**src/rtl/serial_compare_if.sv**
```systemverilog
// Operand/result handshake bundle for serial_compare_ctrl.
// The master side is the producer/consumer. The slave side is the comparator.
interface serial_compare_if #(
  parameter int WIDTH = 8
);
  logic             in_valid;
  logic             in_ready;
  logic [WIDTH-1:0] a;
  logic [WIDTH-1:0] b;
  logic             out_valid;
  logic             out_ready;
  logic             aeb;
  logic             agb;
  logic             alb;

  modport master (
    output in_valid, a, b, out_ready,
    input  in_ready, out_valid, aeb, agb, alb
  );

  modport slave (
    input  in_valid, a, b, out_ready,
    output in_ready, out_valid, aeb, agb, alb
  );
endinterface

```
**src/rtl/serial_compare_ctrl.sv**
```systemverilog
// Bit-serial unsigned magnitude comparator, MSB first, one bit per clock.
// Optional macro SERIAL_COMPARE_EARLY_EXIT_EN ends the scan at the first differing bit.
module serial_compare_ctrl #(
  parameter int WIDTH = 8
) (
  input  logic             clk,
  input  logic             rst_n,
  serial_compare_if.slave  io_cmp
);

  localparam int CW = (WIDTH > 1) ? $clog2(WIDTH) : 1;

  localparam logic [1:0] S_IDLE   = 2'd0;
  localparam logic [1:0] S_SCAN   = 2'd1;
  localparam logic [1:0] S_RESULT = 2'd2;

  logic [1:0]       r_state;
  logic [WIDTH-1:0] r_a;
  logic [WIDTH-1:0] r_b;
  logic [CW-1:0]    r_cnt;
  logic             r_decided;
  logic             r_a_gt;
  logic             r_aeb;
  logic             r_agb;
  logic             r_alb;

  logic w_a_msb;
  logic w_b_msb;
  logic w_diff;
  logic w_gt;
  logic w_done;

  assign w_a_msb = r_a[WIDTH-1];
  assign w_b_msb = r_b[WIDTH-1];
  // Only the first differing bit counts; once decided, later bits are masked.
  assign w_diff  = !r_decided && (w_a_msb != w_b_msb);
  assign w_gt    = r_a_gt | (w_diff & w_a_msb);

`ifdef SERIAL_COMPARE_EARLY_EXIT_EN
  assign w_done  = (r_cnt == '0) || w_diff;
`else
  assign w_done  = (r_cnt == '0);
`endif

  // NOTE: every register, including the operand shift paths, is cleared by the
  // async reset, so a reset mid-scan can never leak a stale partial result.
  always_ff @(posedge clk or negedge rst_n) begin
    if (!rst_n) begin
      r_state   <= S_IDLE;
      r_a       <= '0;
      r_b       <= '0;
      r_cnt     <= '0;
      r_decided <= 1'b0;
      r_a_gt    <= 1'b0;
      r_aeb     <= 1'b0;
      r_agb     <= 1'b0;
      r_alb     <= 1'b0;
    end else begin
      // NOTE: non-blocking assignments, so every branch reads pre-edge values.
      case (r_state)
        S_IDLE: begin
          if (io_cmp.in_valid) begin
            r_a       <= io_cmp.a;
            r_b       <= io_cmp.b;
            r_cnt     <= CW'(WIDTH - 1);
            r_decided <= 1'b0;
            r_a_gt    <= 1'b0;
            r_aeb     <= 1'b0;
            r_agb     <= 1'b0;
            r_alb     <= 1'b0;
            r_state   <= S_SCAN;
          end
        end
        S_SCAN: begin
          r_a       <= r_a << 1;
          r_b       <= r_b << 1;
          r_cnt     <= r_cnt - CW'(1);
          r_decided <= r_decided | w_diff;
          r_a_gt    <= w_gt;
          if (w_done) begin
            r_aeb   <= !(r_decided || w_diff);
            r_agb   <= w_gt;
            r_alb   <= (r_decided || w_diff) && !w_gt;
            r_state <= S_RESULT;
          end
        end
        S_RESULT: begin
          if (io_cmp.out_ready) begin
            r_aeb   <= 1'b0;
            r_agb   <= 1'b0;
            r_alb   <= 1'b0;
            r_state <= S_IDLE;
          end
        end
        default: r_state <= S_IDLE;
      endcase
    end
  end

  assign io_cmp.in_ready  = (r_state == S_IDLE);
  assign io_cmp.out_valid = (r_state == S_RESULT);
  assign io_cmp.aeb       = r_aeb;
  assign io_cmp.agb       = r_agb;
  assign io_cmp.alb       = r_alb;

endmodule

```
**src/flat_wrapper.sv**
```systemverilog
// flat-port wrapper written by rule: the top's interface ports become plain ports
module serial_compare_ctrl_flat 
#(
  parameter int WIDTH = 8
)
  (clk, rst_n, io_cmp_in_valid, io_cmp_a, io_cmp_b, io_cmp_out_ready, io_cmp_in_ready, io_cmp_out_valid, io_cmp_aeb, io_cmp_agb, io_cmp_alb);
  serial_compare_if #(.WIDTH(WIDTH)) io_cmp_i ();
  input  logic clk;
  input  logic rst_n;
  input wire logic [$bits(io_cmp_i.in_valid)-1:0] io_cmp_in_valid;
  input wire logic [$bits(io_cmp_i.a)-1:0] io_cmp_a;
  input wire logic [$bits(io_cmp_i.b)-1:0] io_cmp_b;
  input wire logic [$bits(io_cmp_i.out_ready)-1:0] io_cmp_out_ready;
  output wire logic [$bits(io_cmp_i.in_ready)-1:0] io_cmp_in_ready;
  output wire logic [$bits(io_cmp_i.out_valid)-1:0] io_cmp_out_valid;
  output wire logic [$bits(io_cmp_i.aeb)-1:0] io_cmp_aeb;
  output wire logic [$bits(io_cmp_i.agb)-1:0] io_cmp_agb;
  output wire logic [$bits(io_cmp_i.alb)-1:0] io_cmp_alb;
  assign io_cmp_i.in_valid = io_cmp_in_valid;
  assign io_cmp_i.a = io_cmp_a;
  assign io_cmp_i.b = io_cmp_b;
  assign io_cmp_i.out_ready = io_cmp_out_ready;
  assign io_cmp_in_ready = io_cmp_i.in_ready;
  assign io_cmp_out_valid = io_cmp_i.out_valid;
  assign io_cmp_aeb = io_cmp_i.aeb;
  assign io_cmp_agb = io_cmp_i.agb;
  assign io_cmp_alb = io_cmp_i.alb;
  serial_compare_ctrl #(.WIDTH(WIDTH)) u_core (.clk(clk), .rst_n(rst_n), .io_cmp(io_cmp_i));
endmodule
```
**config.mk**
```make
export PLATFORM = sky130hd
export DESIGN_NAME = serial_compare_ctrl_flat
export DESIGN_NICKNAME = d
export VERILOG_FILES = /design/src/rtl/serial_compare_if.sv /design/src/rtl/serial_compare_ctrl.sv /design/src/flat_wrapper.sv
export SDC_FILE = /design/constraint.sdc
export NUM_CORES = 1
export LEC_CHECK = 0
export CORE_AREA = 5 5 66 68
export CTS_CLUSTER_SIZE = 25
export DETAILED_ROUTE_END_ITERATION = 10
export DIE_AREA = 0 0 71 73
export PLACE_DENSITY = 0.68
export SLEW_MARGIN = 20
export SYNTH_ARGS = -nofsm -noshare
export SYNTH_HDL_FRONTEND = slang
export SYNTH_SLANG_ARGS = --single-unit
```
**constraint.sdc**
```tcl
create_clock -name clk -period 1.15 [get_ports clk]
set_input_delay 0.23 -clock clk [delete_from_list [all_inputs] [get_ports clk]]
set_output_delay 0.23 -clock clk [all_outputs]
set_load 0.005 [all_outputs]
```
======== Word level (Yosys, flattened, before mapping) ========
Cells that the tools add are included.
Widths: inputs -> output; s select.
storage, ports and cells
  register bits after elaboration ......... 26
  output and inout port bits .............. 5
  word-level logic and storage cells ...... 52
cells by class
  equal/unequal tests ..................... 6
  add/sub/neg operators ................... 1
  reductions and logical operators ........ 13
  bitwise logic cells ..................... 3
  multiplexer cells ....................... 20
operators by type and width
  cell                 count
  $pmux 8 s2           2
  $mux 8               2
  $pmux 1 s3           3
  $mux 2               3
  $pmux 2 s3           1
  $pmux 3 s2           1
  $mux 1               5
  $ne 2x2->1 const B   2
  $pmux 1 s2           2
  $reduce_and 4->1     1
  $logic_not 1->1      3
  $logic_not 3->1      1
  $mux 3               1
  $reduce_and 3->1     1
  $reduce_bool 3->1    1
  $sub 3x1->3 const B  1
  $eq 2x1->1 const B   1
  $eq 2x2->1 const B   1
  $logic_and 1x1->1    2
  $logic_not 2->1      1
  $ne 2x1->1 const B   1
  $or 1x1->1           2
  $reduce_and 2->1     1
  $reduce_bool 2->1    1
  other kinds (3)      3

======== Depth between registers and ports, before layout ========
Gate-level depths: netlist of run 1.
  depth in word-level cells ............... 8
  depth in mapped cells ................... 6

======== Least setup slack after synthesis of run 1 ========
No wires, ideal clock.
  path kind ............................... flip-flop to flip-flop
  start ................................... register u_core.r_cnt[0]
  end ..................................... register u_core.r_aeb (netlist: u_core.io_cmp.aeb)
  slack ................................... -0.059 ns
  period minus slack after synthesis ...... 1.209 ns
  stages on the path, launching flop included .. 7
  setup time .............................. 0.134 ns
  data arrival time ....................... 1.075 ns
  cell sequence ........................... dfrtp_1 inv_1 ha_1 ha_1 nand3b_1 o21ai_1 o32ai_1
between the ends
  word-level cells in the longest chain between the ends .. 3
ends and longest elaborated chain
  item                        line                       RTL
  start, declared             serial_compare_ctrl.sv:20  logic [CW-1:0] r_cnt;
  start signal, assigned      serial_compare_ctrl.sv:65  r_cnt <= CW'(WIDTH - 1);
  start signal, assigned      serial_compare_ctrl.sv:77  r_cnt <= r_cnt - CW'(1);
  $logic_not 3->1             serial_compare_ctrl.sv:42  assign w_done = (r_cnt == '0);
  $ne 2x1->1 (no line)        --
  $reduce_and 4->1 (no line)  --
  end signal, assigned        serial_compare_ctrl.sv:81  r_aeb <= !(r_decided || w_diff);
  end, declared               serial_compare_ctrl.sv:23  logic r_aeb;
Every way passes these cells.
A chain may end at the register's enable or synchronous reset.

======== Final worst setup path of run 1 ========
  start ................................... register u_core.r_state[0]
  end ..................................... register u_core.r_a[6]
between the ends
  word-level cells in the longest chain between the ends .. 3
  elaborated cells between the ends (all ways) .. 6
  classes of those cells .................. 2 x eq/ne; 1 x mux; 3 x reduce/logical
ends and longest elaborated chain
  item                                                              line                       RTL
  start, declared                                                   serial_compare_ctrl.sv:17  logic [1:0] r_state;
  start signal, assigned                                            serial_compare_ctrl.sv:49  r_state <= S_IDLE;
  start signal, assigned                                            serial_compare_ctrl.sv:71  r_state <= S_SCAN;
  start signal, assigned                                            serial_compare_ctrl.sv:84  r_state <= S_RESULT;
  $eq 2x1->1 / $logic_not 2->1 (equally long branches)              serial_compare_ctrl.sv:60  case (r_state)
  $reduce_bool 2->1 (no line) / $ne 2x2->1 (equally long branches)  --
  $reduce_and 2->1 (no line)                                        --
  end signal, assigned                                              serial_compare_ctrl.sv:63  r_a <= io_cmp.a;
  end signal, assigned                                              serial_compare_ctrl.sv:75  r_a <= r_a << 1;
  end, declared                                                     serial_compare_ctrl.sv:18  logic [WIDTH-1:0] r_a;
Parallel ways exist; a longest one is shown, timed or not.

==> results of run 1 <==
[report_power, final]
| group | switching, mW | internal, mW |
|---|---|---|
| Clock | 0.302 | 0.307 |
| Combinational | 1.10 | 1.41 |
| Sequential | 0.306 | 1.29 |
| Total | 1.71 | 3.00 |
[worst reg2reg max path: cells and delay by family, from the launching register on]
family	cells	cell delay, ns
flip-flops	1	0.43
AND/OR/NAND/NOR	1	0.15
buffers and inverters	3	0.38
AO/OA/AOI/OAI	2	0.25
[layer usage]
layer  routed length (um)  vias to the layer above
met5                    0                        -
met4                   42                        0
met3                  146                        5
met2                 1840                       23
met1                 1440                      588
li1                     -                      548
[logic make-up after synthesis]
kind of cell | count (synthesis) | synth area share
AO/OA/AOI/OAI | 50 | 0.252
AND/OR/NAND/NOR | 28 | 0.110
flip-flops | 26 | 0.521
buffers and inverters | 20 | 0.0822
adder cells (fa/ha/maj) | 2 | 0.0200
XOR/XNOR | 1 | 0.00702
multiplexers | 1 | 0.00802
[area by class of cell]
cell class,instances,share of cell area
Clock buffer,4,0.0272
Inverter,11,0.0204
Multi-Input combinational cell,82,0.317
Sequential cell,26,0.322
Tap cell,50,0.0310
Timing Repair Buffer,56,0.282
[worst max-delay path by stage]
stage | to | slack, ns | depth (start not counted)
6_report | u_core.r_a[6] | -0.17 | 6
5_1_grt | u_core.r_a[6] | -0.23 | 6
4_1_cts | io_cmp_out_valid | -0.19 | 4
3_5_place_dp | u_core.io_cmp.alb | -0.28 | 5
3_3_place_gp | u_core.io_cmp.alb | -0.23 | 5
2_1_floorplan | u_core.io_cmp.alb | -0.03 | 6
[flip-flops by register name, indices dropped and copies added (netlist names)]
| signal | cells |
|---|---|
| u_core.r_a | 8 |
| u_core.r_b | 8 |
| u_core.r_cnt | 3 |
| u_core.r_state | 2 |
| u_core.io_cmp.aeb | 1 |
| u_core.io_cmp.agb | 1 |
| u_core.io_cmp.alb | 1 |
| u_core.r_a_gt | 1 |
| u_core.r_decided | 1 |
[stage by stage]
stage	util	hold WS, ns	instances	TNS, ns	total power [mW]
global placement	0.432	0.472	209	-5.42	3.14
detailed placement	0.432	0.484	209	-6.02	3.21
finish	0.532	0.309	229	-3.21	4.72
CTS	0.505	0.324	225	-2.37	4.42
global route	0.532	0.319	229	-4.81	5.02
floorplan	-	-0.0656	128	-0.0688	2.54
[placed cells by master, fill, tap and decap left out, types with 2 or more instances in the layout]
master	Yosys	final
inv_2	1	2
nand2_1	13	3
nor2b_1	8	5
nor2b_4	0	3
a21oi_2	0	2
clkdlybuf4s15_1	0	3
o21ai_2	0	6
buf_6	2	12
o32ai_1	2	2
a22oi_2	0	5
a21oi_1	9	7
a22oi_1	16	11
dfrtp_1	26	26
nor2_1	3	2
nand2_2	0	9
buf_8	0	2
buf_4	2	17
inv_1	10	9
clkbuf_8	0	4
clkdlybuf4s50_1	0	19
o21ai_1	18	13
[what timing repair did]
item,CTS,global route
gates cloned,3,0
endpoints found under the setup margin,30,31
pin swaps,18,4
setup buffers,9,4
gates resized for setup,43,25
hold buffers,0,0
==> summary.md, run 1 <==
| Metric | Value |
|---|---|
| Status | finished with violations |
| Violated checks | setup timing |
| Worst reg2reg path startpoint | u_core.r_state[0] |
| Final worst-path cycle share | 1.15 |
| Placeable Area | roughly 3800 sq um |
| Nets | slightly above 200 |
| Fin area | a little over 2000 sq um |
| Worst Path Required | 1.31 ns |
| Worst-Skew Late Latency | between 0.2 and 0.3 ns |
| Worst Max-Slew Pin Slew | approximately 0.26 ns |
| Area occupied by multi-input gates | 641 sq um |
| Worst Hold Class | input pin to async pin |
| # fillers | ~340 |
| Yosys reg bits | 26 |
| PD cells | between 2000 and 2500 nW/um^2 |
| Max transition margin | 0.824 |
| Final WL | 3470 um |
| Seq/Total Area, Yosys | 0.521 |
| Layout area overhead | 61.8% |
| CP max FO | 7 |
| FFs w/ async S/R, synth | 1.00 |
| Initial antenna violation count | 0 |
| Crit end category | flip-flop |
| Yosys top cell area share | 0.521 |
| Vias in the first global route | roughly 1,200 |
| Buffers on Ports | 24 |
| Mapped Nets | 150 |
| Family with the most delay on the worst path | flip-flops |
| Post-DP HPWL | about 2200 um |
| Die Height | roughly 73 um |
| Row count | 23 |
| Met1 Resource Use GR | 0.163 |
| Pre-CTS setup slack | -0.275 ns |
| CTS tree | done |
| 1st-iter DRT viols | 78 |
| GR Overflow Total | 0 |
| Share of post-route cells with drive strength above 1 | 0.397 |
| Setup Viol. Count Final | 28 |
| Met2 Track Usage GR | 0.242 |
| Crit path largest cell delay | about 0.43 ns |
| Synthesized area | 1250 sq um |
| Critical Path Start Type | flip-flop |
| Syn_area_per_cell | slightly below 10 sq um |
| FMAX | ~0.76 GHz |
| Setup WS post-layout | -0.173 ns |
| Largest net degree at the start of global routing | 27 |
| Met3 usage | 0.0248 |
| Initial core utilization | 0.329 |
| RSZ-0062 raised after global routing | yes |
| ANT nets after route | 0 |
| Synth area leader | dfrtp_1 |
| Synth top cells by count | 26 x dfrtp_1, 18 x o21ai_1, 16 x a22oi_1 |
| RR Endpoint | u_core.r_a[6] |
| Sequential cell area | about 650 sq um |
| Pre-antenna DRT Iters | 4 |
| TritonCTS buffer count | 3 |
| Most area-consuming cells after synthesis | dfrtp_1 52%, a22oi_1 9.6%, o21ai_1 7.2% |
| Commonest register cell after synthesis | dfrtp_1 |
| Top-count cell post-synth | dfrtp_1 |
| WP buf/inv | 3 |
| Maximum VDD drop | 743 uV |
| Reg2Reg Setup Slack | -0.17 ns |
| # clock sinks | 26 |
| Root buf cell | clkbuf_8 |
| Final hold viol count | 0 |
| Critical path type | flip-flop to flip-flop |
| Top cell by count, worst path | buf_6 |
| GRT Overall Usage | 0.135 |
| Max Cap Viol | 0 |
| Cells after Synth | roughly 130 |
| Placed Area | about 1600 sq um |
| Fin. max-slew vios | 0 |
| Setup crit start | u_core.r_state[0] |
| Clock Skew | around 0.0024 ns |
| Residual DRC | 0 |
| Total number of yosys warnings | 0 |
| Clk buf depth | 2 |
| WL/cell | 15.2 um |
| Netlist cell types | 25 |
| Clock Pin Slew Worst Setup and Hold Paths | ~0.090 ns |
| P_leak | between 0.9 and 1 nW |
| R2R cell count | 6 |
| CTS H-tree depth | 1 |
| CP max stage cell | dfrtp_1 |
| GR peak layer | met2 |
| Minimum clock period | ~1.3 ns |
| Vias per cell | between 5 and 6 |
| Total number of vias | 1,164 |
| IO Pins | 25 |
| Critical path cell sequence | buf_6 -> buf_8 -> buf_6 -> nor2b_4 -> a22oi_1 -> o21ai_1 |
| Ant diodes | 0 |
| Die area | slightly above 5000 sq um |
| Global-route wire length before repair | 5620 um |
| Post-synth EDFFs | 0 |
| Routability-driven placement congestion ratio | 0.793 |
| Die width | just over 70 um |
| Worst Path Arrival | around 1.5 ns |
No activity file was read; power rests on OpenSTA's default activity.
==> run 2, diff against run 1 <==
Settings changed: MAX_ROUTING_LAYER set to met4, SETUP_SLACK_MARGIN set to 0.02.
==> run 2 against run 1 <==
The run still ends with setup timing left. First-iteration DRC count is 27% lower. Cell count is 0.44% higher. Sequential share of layout area is 0.12 points lower. Setup slack better by 0.011 ns. Non-clock buffer count is 1 higher. Clock power is 3% lower. Global-route usage is 1.0 points higher. Routed wire length hardly changed. Combinational power is 2% lower.
==> summary.md, run 2 (same netlist as run 1, synthesis figures left out) <==
| Metric | Value |
|---|---|
| Worst reg2reg path startpoint | u_core.r_cnt[0] |
| Critical path cell sequence | inv_1 -> ha_2 -> ha_4 -> nand3b_1 -> o32ai_1 |
| Residual DRC | 0 (unchanged) |
| Placeable Area | 3800 sq um (unchanged) |
| RSZ-0062 raised after global routing | yes |
| Status | finished with violations |
| Die Height | 73 um (unchanged) |
| PD cells | 2300 nW/um^2 (-1.6%) |
| WL/cell | 15.1 um (-0.46%) |
| FMAX | 0.762 GHz (+0.84%) |
| Crit end category | flip-flop |
| CP max stage cell | dfrtp_1 |
| Layout area overhead | 62.4% |
| Crit path largest cell delay | 0.39 ns (-0.04 ns) |
| Setup Viol. Count Final | 28 (unchanged) |
| Clock Pin Slew Worst Setup and Hold Paths | 0.09 ns (about the same) |
| Vias per cell | 5.11 (+0.59%) |
| Final hold viol count | 0 (unchanged) |
| Total number of vias | 1,176 (+1.0%) |
| Initial core utilization | 0.329 (unchanged) |
| Vias in the first global route | 1,292 (+5.0%) |
| Die width | 71 um (unchanged) |
| WP buf/inv | 1 (-2) |
| Row count | 23 (unchanged) |
| Comb pwr share | 0.529 (-0.004) |
| Global-route wire length before repair | 5870 um (+4.3%) |
| Placed cells | 209 (unchanged) |
| CTS tree | done |
| Clk buf depth | 2 (unchanged) |
| GRT Overall Usage | 0.145 (+0.00997) |
| Worst-Skew Late Latency | 0.27 ns (about the same) |
| Worst Max-Slew Pin Slew | 0.254 ns (-0.00886 ns) |
| Largest net degree at the start of global routing | 27 (unchanged) |
| CP max FO | 5 (-2) |
| End of the critical path | u_core.io_cmp.aeb |
| Critical path type | flip-flop to flip-flop |
| Routability-driven placement congestion ratio | 0.804 (+1.4%) |
| Max transition margin | 0.830 (+0.00592) |
| Worst Path Required | 1.32 ns (about the same) |
| Root buf cell | clkbuf_8 |
| Worst Hold Class | input pin to async pin |
| Worst Path Arrival | 1.49 ns (about the same) |
| 1st-iter DRT viols | 57 (-27%) |
| Final WL | 3470 um (about the same) |
| Commonest non-fill, non-tap cell in the layout | dfrtp_1 |
| CTS H-tree depth | 1 (unchanged) |
| Setup crit start | u_core.r_cnt[0] |
| P_leak | 0.908 nW (+0.81%) |
| Minimum clock period | 1.31 ns (-0.0110 ns) |
| Post-DP HPWL | 2210 um (unchanged) |
| IO Pins | 25 (unchanged) |
| Max Cap Viol | 0 (unchanged) |
| Final worst-path cycle share | 1.14 (-0.00957) |
| Final Core Density | 0.534 (+0.00198) |
| Violated checks | setup timing |
| Hold_ws | 0.318 ns (+0.00827 ns) |
| Initial antenna violation count | 0 (unchanged) |
| Setup WS post-layout | -0.162 ns (+0.0110 ns) |
| Clk network pwr share | 0.127 (-0.002) |
| Setup_tns | -2.36 ns (+0.847 ns) |
| GR Overflow Total | 0 (unchanged) |
| WP depth | 5 (-1) |
| Sw Ratio | 0.364 (+0.000952) |
| Hold-fix buffers, CTS | 0 (unchanged) |
| Placed Area | 1640 sq um (unchanged) |
| Pre-antenna DRT Iters | 4 (unchanged) |
| Buffers on Ports | 24 (unchanged) |
| Maximum VDD drop | 763 uV (+2.8%) |
| Nets | 203 (+0.50%) |
| ANT nets after route | 0 (unchanged) |
| Family with the most delay on the worst path | flip-flops |
| Flop pwr share | 0.345 (+0.008) |
| Highest-count cells in the layout ignoring fill and taps | 26 x dfrtp_1, 20 x buf_4, 19 x clkdlybuf4s50_1, 12 x o21ai_1, 11 x a22oi_1 |
| Reg2Reg Setup Slack | -0.16 ns (about the same) |
| Switching power total | 1.70 mW (-1.0%) |
| Clock Skew | 0.00347 ns (+0.00104 ns) |
| Fin area | 2030 sq um (+0.37%) |
| Die area | 5180 sq um (unchanged) |
| Share of post-route cells with drive strength above 1 | 0.439 (+0.0422) |
| Critical Path Start Type | flip-flop |
| Fin. max-slew vios | 0 (unchanged) |
| Internal | 2.96 mW (-1.4%) |
| # clock sinks | 26 (unchanged) |
| Final Non-Filler Cells | 230 (+0.44%) |
| Biggest regs | u_core.r_a x8, u_core.r_b x8, u_core.r_cnt x3 |
| RR Endpoint | u_core.io_cmp.aeb |
| Ant diodes | 0 (unchanged) |
| TritonCTS buffer count | 3 (unchanged) |
| R2R cell count | 5 (-1) |
==> run 2: cell count changes in the layout (fill, tap and decap cells not counted), sizes merged <==
| cell | before | now |
|---|---|---|
| buf | 33 | 34 |
| clkdlybuf4s15 | 3 | 1 |
| clkbuf | 4 | 6 |
==> run 2: worst min-delay path by stage <==
stage	from	endpoint	slack [ns]	cells past startpoint
final	rst_n	u_core.r_b[1]	0.32	2
after global routing	rst_n	u_core.io_cmp.agb	0.32	2
after CTS	rst_n	u_core.r_cnt[0]	0.32	2
after detailed placement	u_core.r_b[0]	u_core.r_b[0]	0.48	1
after global placement	u_core.r_a[3]	u_core.r_a[3]	0.47	2
after floorplan	rst_n	u_core.io_cmp.aeb	-0.07	0
==> run 2: final cells by class <==
class                   count  area (sq um)
multi-input cells          82           658
clock buffers               4          55.1
inverters                  11          41.3
well taps                  50          62.6
repair buffers             57           561
fillers                   332          1770
flip-flops and latches     26           651
==> run 2: routing by layer <==
metal | up-vias | GRT usage | share of wire
met5 | - | - | 0
met4 | 0 | 0.0585 | 0.015
met3 | 6 | 0.0207 | 0.033
met2 | 25 | 0.249 | 0.52
met1 | 593 | 0.171 | 0.43
li1 | 552 | - | -
==> run 2: worst register-to-register path: cells and delay by family (launching register included) <==
kind	cells	cell delay (ns)
AND/OR/NAND/NOR	1	0.18
buffers and inverters	1	0.07
adder cells (fa/ha/maj)	2	0.32
flip-flops	1	0.39
AO/OA/AOI/OAI	1	0.26
==> run 2: through the flow <==
step	total power [mW]	worst slack [ns]
after floorplan	2.54	-0.0325
after global placement	3.14	-0.233
after detailed placement	3.21	-0.275
after CTS	4.37	-0.132
after global routing	5.00	-0.237
final	4.66	-0.162
==> run 2: what timing repair did <==
item                                    in CTS  in global routing
endpoints found under the hold margin        0                  0
setup buffers                                8                  6
cloned                                       3                  0
endpoints found under the setup margin      30                 30
resized for setup                           47                 26
pin swaps                                   17                 10
==> run 2: power by group through the flow <==
| stage | Clock [mW] | Combinational (mW) | Sequential (mW) |
|---|---|---|---|
| after global routing | 0.649 | 2.71 | 1.65 |
| final | 0.590 | 2.46 | 1.60 |
| after global placement | 0 | 1.60 | 1.54 |
| after CTS | 0.604 | 2.20 | 1.57 |
| after floorplan | 0 | 1.04 | 1.50 |
| after detailed placement | 0 | 1.66 | 1.56 |
